[config.mk]
export PLATFORM = sky130hd
export DESIGN_NAME = mux2_rr_arbiter
export DESIGN_NICKNAME = d
export VERILOG_FILES = /design/src/rtl/mux2_rr_arbiter.sv
export SDC_FILE = /design/constraint.sdc
export NUM_CORES = 1
export LEC_CHECK = 0
export CAP_MARGIN = 10
export CORE_ASPECT_RATIO = 0.8
export CORE_MARGIN = 4
export CORE_UTILIZATION = 50
export CTS_CLUSTER_SIZE = 16
export DETAILED_ROUTE_END_ITERATION = 16
export GPL_ROUTABILITY_DRIVEN = 0
export PLACE_DENSITY = 0.87
export SLEW_MARGIN = 20
export SYNTH_ARGS = -nofsm -noshare
export SYNTH_HDL_FRONTEND = slang
export SYNTH_SLANG_ARGS = --single-unit
[constraint.sdc]
create_clock -name clk -period 1.63 [get_ports clk]
set_input_delay 0.2445 -clock clk [delete_from_list [all_inputs] [get_ports clk]]
set_output_delay 0.2445 -clock clk [all_outputs]
set_load 0.02 [all_outputs]
[src/rtl/mux2_rr_arbiter.sv]
// Two-source round-robin arbiter with valid/ready handshakes and a bounded burst per grant.
// Drives the downstream 2:1 selector from a registered grant and holds the accepted beat in a one-entry output register.
module mux2_rr_arbiter #(
  parameter int WIDTH = 2,
  parameter int BURST = 4
) (
  input  logic             clk,
  input  logic             rst_n,
  input  logic [WIDTH-1:0] in1,
  input  logic             in1_valid,
  output logic             in1_ready,
  input  logic [WIDTH-1:0] in2,
  input  logic             in2_valid,
  output logic             in2_ready,
  output logic             sel,
  output logic [WIDTH-1:0] out1,
  output logic             out_valid,
  input  logic             out_ready
);

  typedef enum logic [1:0] {
    IDLE = 2'd0,
    GNT1 = 2'd1,
    GNT2 = 2'd2
  } state_t;

  localparam logic [3:0] CNT_LAST = 4'(BURST - 1);

  state_t     state;
  logic       last2;  // 1 when source 2 was the last one served
  logic [3:0] cnt;
  logic       load_en;
  logic       xfer1;
  logic       xfer2;
  logic       burst_end;

  assign load_en   = !out_valid || out_ready;
  // Readies are held low while reset is asserted so no beat is offered to a block being cleared.
  assign in1_ready = rst_n && (state == GNT1) && load_en;
  assign in2_ready = rst_n && (state == GNT2) && load_en;
  assign xfer1     = in1_valid && in1_ready;
  assign xfer2     = in2_valid && in2_ready;
  assign burst_end = (cnt == CNT_LAST);

  // NOTE: every register here is sequential state, so only non-blocking assignments are used
  // in this block; blocking ones would let later statements see half-updated values.
  always_ff @(posedge clk) begin
    if (!rst_n) begin
      state     <= IDLE;
      sel       <= 1'b0;
      out_valid <= 1'b0;
      out1      <= '0;
      cnt       <= '0;
      last2     <= 1'b1;
    end else begin
      if (xfer1) begin
        out1      <= in1;
        out_valid <= 1'b1;
      end else if (xfer2) begin
        out1      <= in2;
        out_valid <= 1'b1;
      end else if (out_ready) begin
        out_valid <= 1'b0;
      end

      unique case (state)
        IDLE: begin
          if (in1_valid && (!in2_valid || last2)) begin
            state <= GNT1;
            sel   <= 1'b1;
          end else if (in2_valid) begin
            state <= GNT2;
            sel   <= 1'b0;
          end
        end

        GNT1: begin
          if (!in1_valid) begin
            state <= in2_valid ? GNT2 : IDLE;
            if (in2_valid) sel <= 1'b0;
            cnt   <= '0;
            last2 <= 1'b0;
          end else if (xfer1) begin
            if (burst_end && in2_valid) begin
              state <= GNT2;
              sel   <= 1'b0;
              cnt   <= '0;
              last2 <= 1'b0;
            end else if (burst_end) begin
              cnt <= '0;
            end else begin
              cnt <= cnt + 4'd1;
            end
          end
        end

        GNT2: begin
          if (!in2_valid) begin
            state <= in1_valid ? GNT1 : IDLE;
            if (in1_valid) sel <= 1'b1;
            cnt   <= '0;
            last2 <= 1'b1;
          end else if (xfer2) begin
            if (burst_end && in1_valid) begin
              state <= GNT1;
              sel   <= 1'b1;
              cnt   <= '0;
              last2 <= 1'b1;
            end else if (burst_end) begin
              cnt <= '0;
            end else begin
              cnt <= cnt + 4'd1;
            end
          end
        end

        default: state <= IDLE;
      endcase
    end
  end

endmodule

# [Yosys cells after proc, flatten, opt, wreduce, memory -nomap -nowiden]
# Index checks and enable logic that the tools add are counted.
[op_classes] n_mul=0 bitwise=0 reduce_logical=22 shifts=0 n_div=0 n_addsub=1 n_mux=37 n_eq_ne=9 order_cmp=0
[ops] op="two-way mux 4 bit" n=7
[ops] op="two-way mux 2 bit" n=11
[ops] op="two-way mux 1 bit" n=15
[ops] op="!= test 3 bit (second input constant)" n=4
[ops] op="AND reduction 5 bit" n=2
[ops] op="logical AND 1 bit" n=9
[ops] op="one-hot mux 4 bit (2 select lines)" n=1
[ops] op="!= test 3 x 2 -> 1 bit (second input constant)" n=2
[ops] op="one-hot mux 2 bit (3 select lines)" n=1
[ops] op="AND reduction 6 bit" n=1
[ops] op="nonzero test 3 bit" n=2
[ops] op="adder 4 x 1 -> 4 bit (second input constant)" n=1
[ops] op="equality test 4 x 2 -> 1 bit (second input constant)" n=1
[ops] op="nonzero test 2 bit" n=2
[ops] op="one-hot mux 1 bit (3 select lines)" n=1
[ops] op="AND reduction 3 bit" n=1
[ops] op="equality test 2 x 1 -> 1 bit (second input constant)" n=1
[ops] op="equality test 2 bit (second input constant)" n=1
[ops] op="logical NOT 1 bit" n=2
[ops] op="logical NOT 2 bit" n=1
[ops] op="logical OR 1 bit" n=2
[ops] op="one-hot mux 1 bit (2 select lines)" n=1
[word_totals] ff_bits=11 output_inout_bits=6 inputBits=9 rom_bits=0 n_memories=0 latchBits=0 ram_bits=0 elab_cells=75

# [Depth between registers and ports, before layout]
# Gate-level depths: netlist of run 1.
[depth] word_depth=7 mapped_depth=7 mapped_depth_nobuf=6

# [Worst setup path after synthesis of run 1]
# No wires, ideal clock.
[synth_path] path_type="flip-flop to flip-flop" from="register state[0]" to="register cnt[3]" path_buffers=1 stages_incl_launch_ff=8 path_slack_ps=145 t_arrival_ps=1356 period_less_slack_ps=1485 setup_ps=129 required_time_ps=1501 cell_sequence="dfxtp_1 > inv_1 > ha_1 > buf_2 > mux2i_1 > nor2_2 > a211oi_1 > o32ai_1"
[synth_between] elab_chain_cells=6 word_cells_on_any_way=13 classes_between="eq/ne: 4; mux: 1; reduce/logical: 8"
[synth_lines] element="start: declaration" line_no="29" rtl="state_t state;"
[synth_lines] element="start signal: assignment" line_no="79" rtl="state <= in2_valid ? GNT2 : IDLE;"
[synth_lines] element="start signal: assignment" line_no="99" rtl="state <= in1_valid ? GNT1 : IDLE;"
[synth_lines] element="equality test 2 bit or equality test 2 x 1 -> 1 bit (tied branches)" line_no="40, 66, 39"
[synth_lines] element="logical AND 1 bit (on tied branches) (2 in series)" line_no="40, 39"
[synth_lines] element="logical AND 1 bit (on tied branches)" line_no="42, 41"
[synth_lines] element="!= test 3 bit (no source line)"
[synth_lines] element="AND reduction 3 bit (no source line)"
[synth_lines] element="end signal: assignment" line_no="92" rtl="cnt <= cnt + 4'd1;"
[synth_lines] element="end signal: assignment" line_no="112" rtl="cnt <= cnt + 4'd1;"
[synth_lines] element="end: declaration" line_no="31" rtl="logic [3:0] cnt;"
# Parallel ways exist; a longest one is shown, timed or not.
# A chain may end at the register's enable or synchronous reset.

# [Worst setup path in the final report of run 1]
[layout_path] from="register state[0]" to="register cnt[2]"
# The elaborated chain is that of the path after synthesis.

==> qor.csv, run 1 <==
stage,metric,value,unit
status,outcome,"finished, violations left",
status,violated checks,negative setup slack,
layout,number of nets in the layout,153,
placement,# port buffers,14,
placement,Placed Cells incl. Taps,152,
synthesis,number of library cell types mapped by synthesis,41,
clock_tree,H-tree level count,1,
sta,skew final,5.106,ps
detailed_routing,total number of vias,1080,
global_routing,first-pass GRT wire length,4.457,mm
global_routing,"Remaining Overflow, GRT",0,
layout,"commonest non-fill, non-tap cell in the layout",buf_4,
global_routing,total track usage,0.2618,
synthesis,Post-Syn Nets,111,
synthesis,ranking of synthesized cells by area,"dfxtp_1 (27%), ha_1 (7.7%), a21oi_1 (4.3%), nand2b_1 (3.1%), a211oi_1 (2.8%)",
pwr,worst vdd ir,0.0009258,V
layout,Post-Layout Cell Count,159,
sta,Final WS setup,-172.2,ps
floorplanning,Die W,53.02,um
synthesis,number of flops mapped to enable cells by yosys,0,
detailed_routing,drt pass-1 iters,4,
synthesis,synthesized instance count,97,
worst_setup_path,"critical path, cell by cell","inv_4, ha_4, buf_6, a22oi_2, a21oi_2, o311ai_1, o21ai_1",
sta,hold_ws,544.4,ps
floorplanning,# rows,12,
detailed_routing,met2 routed WL,1.575,mm
synthesis,Main synth FF type,dfxtp_1,
floorplanning,die height,44.02,um
floorplanning,Initial Util,0.5567,
sta,Final period util,1.106,
clock_tree,root buffer cell,clkbuf_4,
detailed_routing,via density per instance,6.792,
worst_setup_path,CP Max Fanout,5,
detailed_routing,met3 WL,386,um
synthesis,"Seq/Total Area, Yosys",0.2716,
worst_setup_path,CP top delay family,compound AO/OA/AOI/OAI gates,
global_routing,largest net degree at the start of global routing,13,
synthesis,synthesized flop and latch total,11,
detailed_routing,Starting DRT DRC Count,63,
clock_tree,# hold bufs at CTS,0,
layout,layout cells sized above 1,0.3841,
synthesis,"area leader, netlist",dfxtp_1,
detailed_routing,met1 WL,1.302,mm
worst_setup_path,crit path DAT,1970,ps
floorplanning,area of the die,2334,um^2
sta,Slew @ Worst Pin,327.5,ps
detailed_routing,Residual DRC,0,
worst_setup_path,worst stage delay on the critical path,370,ps
clock_tree,Clock transition at path regs,80,ps
global_routing,initial antenna violation count,0,
detailed_routing,final WL,3.509,mm
pwr,Leak,0.0005174,uW
sta,upper clock frequency limit,554.9,MHz
synthesis,synth warn,0,
layout,Layout fillers,70,
placement,Place WS,-260.3,ps
clock_tree,clock sinks,11,
worst_setup_path,CP bufs+invs,2,
worst_setup_path,CP Capture Type,register,
layout,most frequent cells in the layout,"buf_4 (27), clkdlybuf4s50_1 (12), dfxtp_1 (9)",
clock_tree,Worst-Skew Late Latency,300,ps
clock_tree,CTS tree,built,
clock_tree,TritonCTS Buffers,3,
sta,Rel. slew slack,0.7782,
synthesis,mean post-synth cell area,8.359,um^2
sta,Final Setup Violations,4,
sta,RSZ-0062 raised after global routing,true,
floorplanning,Top Ports,15,
sta,"Hold Vio Cnt, Final",0,
worst_setup_path,data required time at the worst endpoint,1790,ps
pwr,Pwr Density,1360,nW/um^2
worst_setup_path,Setup CP Type,reg2reg,
clock_tree,deepest clock path buffer count,2,
layout,post-route cell area,1276,um^2
flow_run,maxcap violations,0,
floorplanning,core box area,1456,um^2
placement,Area after DPL,1129,um^2
layout,final core utilization,0.8763,
layout,Layout area overhead,57.41,%
detailed_routing,max layer used,met4,
sta,Period minus WS final,1802,ps
sta,max-slew violation count,0,
synthesis,area fraction of the dominant cell type after synthesis,0.2716,
hold_path,Hold Path Class,reg2reg,
detailed_routing,number of routed nets with antenna violations,0,
placement,HPWL after DPL,2.001,mm
detailed_routing,drt wl/cell,22.07,um
worst_setup_path,element type at the critical path start,register,
layout,ant diodes,0,
synthesis,"FFs w/ async S/R, synth",0,
worst_setup_path,CP max stage cell,o311ai_1,
global_routing,number of global-route vias before repair,926,
synthesis,Post-Syn Area,810.8,um^2
-- kinds of logic (layout without fill, tap and decap cells) --
kind of cell	after synthesis	in the layout	synth area share
buf+inv	11	52	0.07252
mux	2	2	0.02469
simple gates	30	30	0.2253
fa+ha+maj	5	5	0.07716
flops	11	11	0.2716
compound gates	38	38	0.3287
-- power breakdown --
| group | internal (uW) | leakage [uW] | switching, uW | total (uW) |
|---|---|---|---|---|
| Sequential | 341 | 0.0000909 | 66.9 | 408 |
| Combinational | 543 | 0.000412 | 567 | 1110 |
| Clock | 95.7 | 0.0000150 | 121 | 217 |
-- path summary, 6_finish.rpt --
| path | from | to | slack, ps | depth (start not counted) |
|---|---|---|---|---|
| max | state[0] | cnt[2] | -170 | 7 |
| min | out1[0] | out1[0] | 540 | 2 |
| max reg2reg | state[0] | cnt[2] | -170 | 7 |
| min reg2reg | out1[0] | out1[0] | 540 | 2 |
-- registers in the layout (all words and copies together), names as in the netlist --
register and flops:
last2 1, cnt 4, out_valid 1, sel 1
out1 2, state 2
-- synth_stat cells, types with 2 or more instances --
cell      number
dfxtp_1       11
a21oi_1        7
inv_1          6
ha_1           5
nor2_1         5
nand2_1        4
nand2b_1       4
o21ai_0        4
a211oi_1       3
nand3_1        3
nor3b_1        3
o21ai_1        3
a21o_1         2
a31oi_1        2
a41o_1         2
and3_1         2
buf_2          2
buf_6          2
mux2i_1        2
nor2b_1        2
o22ai_1        2
o311ai_1       2
-- what timing repair did --
| action | 4_1_cts | 5_1_grt |
|---|---|---|
| pin swaps | 0 | 7 |
| gates resized for setup | 11 | 16 |
| setup buffers | 0 | 3 |
| setup endpoints to repair | 5 | 8 |
-- area by class of cell --
type / instances / area [um^2] / area share
multi-input cells: 75 / 625.6 / 0.4902
repair buffers: 42 / 347.8 / 0.2726
flip-flops and latches: 11 / 225.2 / 0.1765
clock buffers: 4 / 26.28 / 0.02059
well taps: 21 / 26.28 / 0.02059
inverters: 6 / 25.02 / 0.01961
-- through the flow --
stage	power (uW)	TNS (ps)
4_1_cts	1489	0
3_3_place_gp	1178	-775.9
2_1_floorplan	856.2	0
6_report	1736	-396.8
3_5_place_dp	1228	-1323
5_1_grt	1824	-863.8
-- per-layer routing --
metal  GRT usage  vias up
li1            -      453
met1      0.3210      487
met2      0.4455      103
met3     0.07071       37
met4     0.08163        0
met5           0        -
-- worst min-delay path, delay by kind of cell, from the launching register on --
family | cells | cell delay [ps]
compound gates | 1 | 70
flops | 1 | 310
simple gates | 1 | 120
Note: power is estimated with default switching activity, not from simulation.
==> run 2: changes to the inputs <==
Settings changed: CORE_UTILIZATION 50 to 45, PLACE_DENSITY 0.87 to 0.83.
Clock period 1.63 ns to 1.65 ns, I/O delays scaled along.
==> qor.csv, run 2 (same netlist as run 1, synthesis figures left out) <==
stage,metric,value,unit
global_routing,initial antenna violation count,0,
clock_tree,deepest clock path buffer count,2,
worst_setup_path,Setup CP Type,reg2reg,
sta,upper clock frequency limit,617.7,MHz
detailed_routing,drt pass-1 iters,4,
pwr,Gate power share,0.615,
pwr,total power draw,1550,uW
clock_tree,H-tree level count,1,
floorplanning,area of the die,2549,um^2
layout,final core utilization,0.7655,
global_routing,number of global-route vias before repair,891,
floorplanning,die height,45.97,um
detailed_routing,final WL,2.508,mm
layout,Largest register FFs,4,
layout,Layout area overhead,56.64,%
floorplanning,Initial Util,0.4887,
clock_tree,Clock transition at path regs,80,ps
sta,Final Setup Violations,0,
pwr,Switching Fraction,0.4017,
pwr,Psw,622.6,uW
sta,Rel. slew slack,0.8125,
global_routing,largest net degree at the start of global routing,12,
worst_setup_path,data required time at the worst endpoint,1810,ps
global_routing,first-pass GRT wire length,3.822,mm
layout,"commonest non-fill, non-tap cell in the layout",buf_4,
sta,Period minus WS final,1619,ps
layout,Layout fillers,122,
placement,HPWL after DPL,1.842,mm
sta,"Hold Vio Cnt, Final",0,
pwr,Flop pwr share,0.258,
layout,layout cells sized above 1,0.3669,
layout,ant diodes,0,
hold_path,Hold Path Class,reg2reg,
sta,RSZ-0062 raised after global routing,true,
worst_setup_path,worst stage delay on the critical path,400,ps
layout,largest registers,"cnt: 4 flops, out1: 2 flops, state: 2 flops",
clock_tree,Worst-Skew Late Latency,280,ps
sta,max-slew violation count,0,
worst_setup_path,CP top delay family,compound AO/OA/AOI/OAI gates,
global_routing,"Remaining Overflow, GRT",0,
flow_run,maxcap violations,0,
floorplanning,Die W,55.46,um
pwr,Leak,0.0004996,uW
worst_setup_path,element type at the critical path start,register,
worst_setup_path,CP Capture Type,register,
floorplanning,Top Ports,15,
pwr,Int Pwr,927.5,uW
pwr,worst vdd ir,0.0008507,V
clock_tree,CTS tree,built,
floorplanning,# rows,13,
sta,Slew @ Worst Pin,280.8,ps
pwr,Clk pwr share,0.127,
worst_setup_path,"critical path, cell by cell","ha_2, and4bb_4, a32oi_2, o311ai_2, o41ai_2",
detailed_routing,Residual DRC,0,
sta,Final period util,0.9812,
layout,number of nets in the layout,154,
clock_tree,TritonCTS Buffers,3,
clock_tree,clock sinks,11,
detailed_routing,drt wl/cell,15.58,um
layout,most frequent cells in the layout,"buf_4 (29), clkdlybuf4s50_1 (12), dfxtp_1 (9)",
global_routing,total track usage,0.1980,
sta,skew final,4.319,ps
worst_setup_path,CP Max Fanout,4,
detailed_routing,via density per instance,6.025,
worst_setup_path,CP bufs+invs,0,
floorplanning,core box area,1659,um^2
layout,Largest Register,cnt,
clock_tree,root buffer cell,clkbuf_4,
status,outcome,"finished, final reports clean",
pwr,Pwr Density,1221,nW/um^2
worst_setup_path,CP max stage cell,dfxtp_1,
detailed_routing,number of routed nets with antenna violations,0,
placement,# port buffers,14,
detailed_routing,Starting DRT DRC Count,25,
clock_tree,# hold bufs at CTS,0,
worst_setup_path,crit path DAT,1780,ps
detailed_routing,total number of vias,970,
==> run 2: power by group through the flow <==
stage / clock network [uW] / registers, uW / logic (uW)
2_1_floorplan: 0 / 404 / 442
3_3_place_gp: 0 / 382 / 771
3_5_place_dp: 0 / 385 / 804
4_1_cts: 202 / 383 / 821
5_1_grt: 214 / 408 / 1040
6_report: 197 / 400 / 954
==> run 2: tightest hold or removal path: stages, from the launching register on <==
cell and delay (ps):
dfxtp_1 310, nor2_1 110, a211oi_1 60
==> run 2: stage by stage <==
stage                     TNS, ps  hold WS [ps]  instance area [um^2]  instances  setup slack, ps
after CTS                       0         500.9                  1184        158            7.071
after global placement     -963.7         483.4                  1137        154           -183.0
after detailed placement    -1427         491.2                  1137        154           -225.5
after floorplan                 0         460.3                 810.8         97            165.0
final                           0         520.5                  1270        161            30.97
after global routing       -64.76         538.1                  1270        161           -31.83
==> run 2: what timing repair did <==
action | in CTS | in global routing
setup endpoints to repair | 3 | 7
setup buffers | 0 | 3
pin swaps | 1 | 3
gates resized for setup | 9 | 13
==> run 2: layer usage <==
layer	track usage	vias to the layer above	share of wire
met5	0	-	0
met4	0.09709	0	0.022
met3	0.06799	9	0.067
met2	0.3443	39	0.49
met1	0.2220	461	0.42
li1	-	461	-
==> run 2: layout make-up <==
cell class	count	area (um^2)	share of cell area
Timing Repair Buffer	43	359.1	0.2828
Sequential cell	11	225.2	0.1773
Multi-Input combinational cell	75	609.3	0.4798
Inverter	6	22.52	0.01773
Clock buffer	4	26.28	0.02069
Tap cell	22	27.53	0.02167
==> run 2: final timing paths <==
check	startpoint	end	slack [ps]	depth (start not counted)
max	cnt[0]	sel	30	5
min	out1[1]	out1[1]	520	2
max reg2reg	cnt[0]	sel	30	5
min reg2reg	out1[1]	out1[1]	520	2
==> run 3: changes to the inputs <==
Settings changed: CORE_ASPECT_RATIO 0.8 to default, CORE_UTILIZATION 45 to 54, DONT_BUFFER_PORTS from default to 1, PLACE_DENSITY 0.83 to 0.82, SLEW_MARGIN 20 to 5.
==> qor.csv, run 3 (same netlist as run 1, synthesis figures left out) <==
stage,metric,value,unit
floorplanning,# rows,13,
worst_setup_path,"critical path, cell by cell","inv_1, ha_4, buf_4, and3_2",
pwr,Leak,0.0003319,uW
floorplanning,area of the die,2186,um^2
clock_tree,deepest clock path buffer count,2,
layout,Layout fillers,117,
global_routing,grt peak-use layer,met2,
global_routing,number of global-route vias before repair,619,
pwr,Clk pwr share,0.161,
detailed_routing,drt pass-1 iters,4,
layout,Post-Layout Cell Count,115,
global_routing,initial antenna violation count,0,
worst_setup_path,Worst R2R Path Depth,6,
floorplanning,core box area,1350,um^2
floorplanning,Initial Util,0.6006,
sta,Slew @ Worst Pin,302.3,ps
detailed_routing,drt wl/cell,16.70,um
detailed_routing,number of routed nets with antenna violations,0,
pwr,Flop pwr share,0.335,
status,outcome,"finished, final reports clean",
worst_setup_path,reg2reg start,state[0],
hold_path,Hold Path Class,in2reg,
pwr,Switching Fraction,0.4337,
clock_tree,root buffer cell,clkbuf_4,
layout,Layout area overhead,12.50,%
clock_tree,Worst-Skew Late Latency,290,ps
global_routing,total track usage,0.1789,
clock_tree,H-tree level count,1,
global_routing,"Remaining Overflow, GRT",0,
pwr,worst vdd ir,0.0008417,V
sta,max-slew violation count,0,
worst_setup_path,CP Capture Type,output pin,
pwr,Gate power share,0.504,
clock_tree,clock sinks,11,
placement,HPWL after DPL,1.278,mm
worst_setup_path,Setup CP Type,reg2out,
sta,"Hold Vio Cnt, Final",0,
worst_setup_path,data required time at the worst endpoint,1400,ps
layout,number of nets in the layout,115,
hold_path,Hold EP,last2,
pwr,Psw,541.5,uW
global_routing,M3 GR Usage,0.05364,
worst_setup_path,R2R Path End,cnt[3],
floorplanning,Top Ports,15,
placement,Place WS,-19.18,ps
sta,Final WS setup,61.69,ps
worst_setup_path,element type at the critical path start,register,
layout,"commonest non-fill, non-tap cell in the layout",dfxtp_1,
layout,post-route cell area,912.1,um^2
layout,most frequent cells in the layout,"dfxtp_1 (8), a21oi_1 (7), inv_1 (6)",
layout,largest registers,"cnt: 4 flops, out1: 2 flops, state: 2 flops",
hold_path,Hold Path Origin,rst_n,
placement,# port buffers,0,
pwr,Pwr Density,1369,nW/um^2
flow_run,maxcap violations,0,
sta,Final period util,0.9626,
placement,Area after DPL,815.8,um^2
detailed_routing,Residual DRC,0,
sta,skew final,5.860,ps
global_routing,met2 Resource Use GR,0.2775,
detailed_routing,total number of vias,781,
layout,Largest Register,cnt,
global_routing,first-pass GRT wire length,2.773,mm
detailed_routing,Starting DRT DRC Count,19,
worst_setup_path,CP max stage cell,dfxtp_2,
layout,Largest register FFs,4,
sta,Period minus WS final,1588,ps
worst_setup_path,worst stage delay on the critical path,340,ps
global_routing,met1 Use GR,0.2258,
sta,Rel. slew slack,0.7953,
pwr,Int Pwr,707.1,uW
floorplanning,die height,46.75,um
layout,layout cells sized above 1,0.2500,
sta,upper clock frequency limit,629.6,MHz
floorplanning,Die W,46.75,um
worst_setup_path,Worst R2R Setup Slack,70,ps
global_routing,largest net degree at the start of global routing,16,
placement,Placed Cells incl. Taps,110,
worst_setup_path,CP top delay family,flip-flops,
hold_path,Worst Hold Depth,1,
worst_setup_path,crit path DAT,1340,ps
worst_setup_path,CP Max Fanout,9,
clock_tree,CTS tree,built,
clock_tree,Clock transition at path regs,80,ps
sta,Final Setup Violations,0,
detailed_routing,via density per instance,6.791,
detailed_routing,final WL,1.920,mm
clock_tree,TritonCTS Buffers,3,
layout,ant diodes,0,
worst_setup_path,CP bufs+invs,2,
-- run 3: power groups by stage --
stage	clock [uW]	sequential (uW)	combinational [uW]
floorplan	0	404	442
global placement	0	402	530
detailed placement	0	405	545
CTS	201	401	558
global route	223	424	686
finish	201	418	629
-- run 3: how the worst max path moves through the flow --
stage,cells after the start,slack (ps),to,startpoint
floorplan,7,170,cnt[3],state[0]
global placement,6,40,cnt[2],state[0]
detailed placement,6,-20,cnt[2],state[0]
CTS,6,20,cnt[3],state[1]
global route,6,-1,cnt[3],state[0]
finish,4,60,in2_ready,state[0]
-- run 3: stage by stage --
stage	utilization	hold slack, ps	total power (uW)	setup TNS [ps]
detailed placement	0.6043	338.1	949.4	-32.58
CTS	0.6284	36.55	1160	0
finish	0.6756	39.73	1249	0
global route	0.6756	36.67	1333	-1.187
floorplan	-	460.3	845.8	0
global placement	0.6043	335.8	932.1	0
-- run 3: area by class of cell --
type / count / area [um^2] / area share
flip-flops and latches: 11 / 224.0 / 0.2455
clock buffers: 4 / 26.28 / 0.02881
multi-input cells: 75 / 590.6 / 0.6475
repair buffers: 4 / 30.03 / 0.03292
well taps: 15 / 18.77 / 0.02058
inverters: 6 / 22.52 / 0.02469
-- run 3: repair_timing --
item | 4_1_cts | 5_1_grt
pin swaps | 1 | 2
endpoints found under the setup margin | 5 | 6
buffers inserted | 0 | 1
hold buffers | 0 | 0
resized for setup | 3 | 12
-- run 3: worst register-to-register path, stage by stage (launching register included) --
cell and delay [ps]:
dfxtp_2 360, inv_1 90, ha_4 200, a22oi_2 320
a21o_1 150, nand3_1 120, o32ai_2 250
-- run 3: per-layer routing --
layer | vias up | part of all wire
met2 | 37 | 0.46
met5 | - | 0
li1 | 377 | -
met1 | 362 | 0.45
met3 | 5 | 0.069
met4 | 0 | 0.017
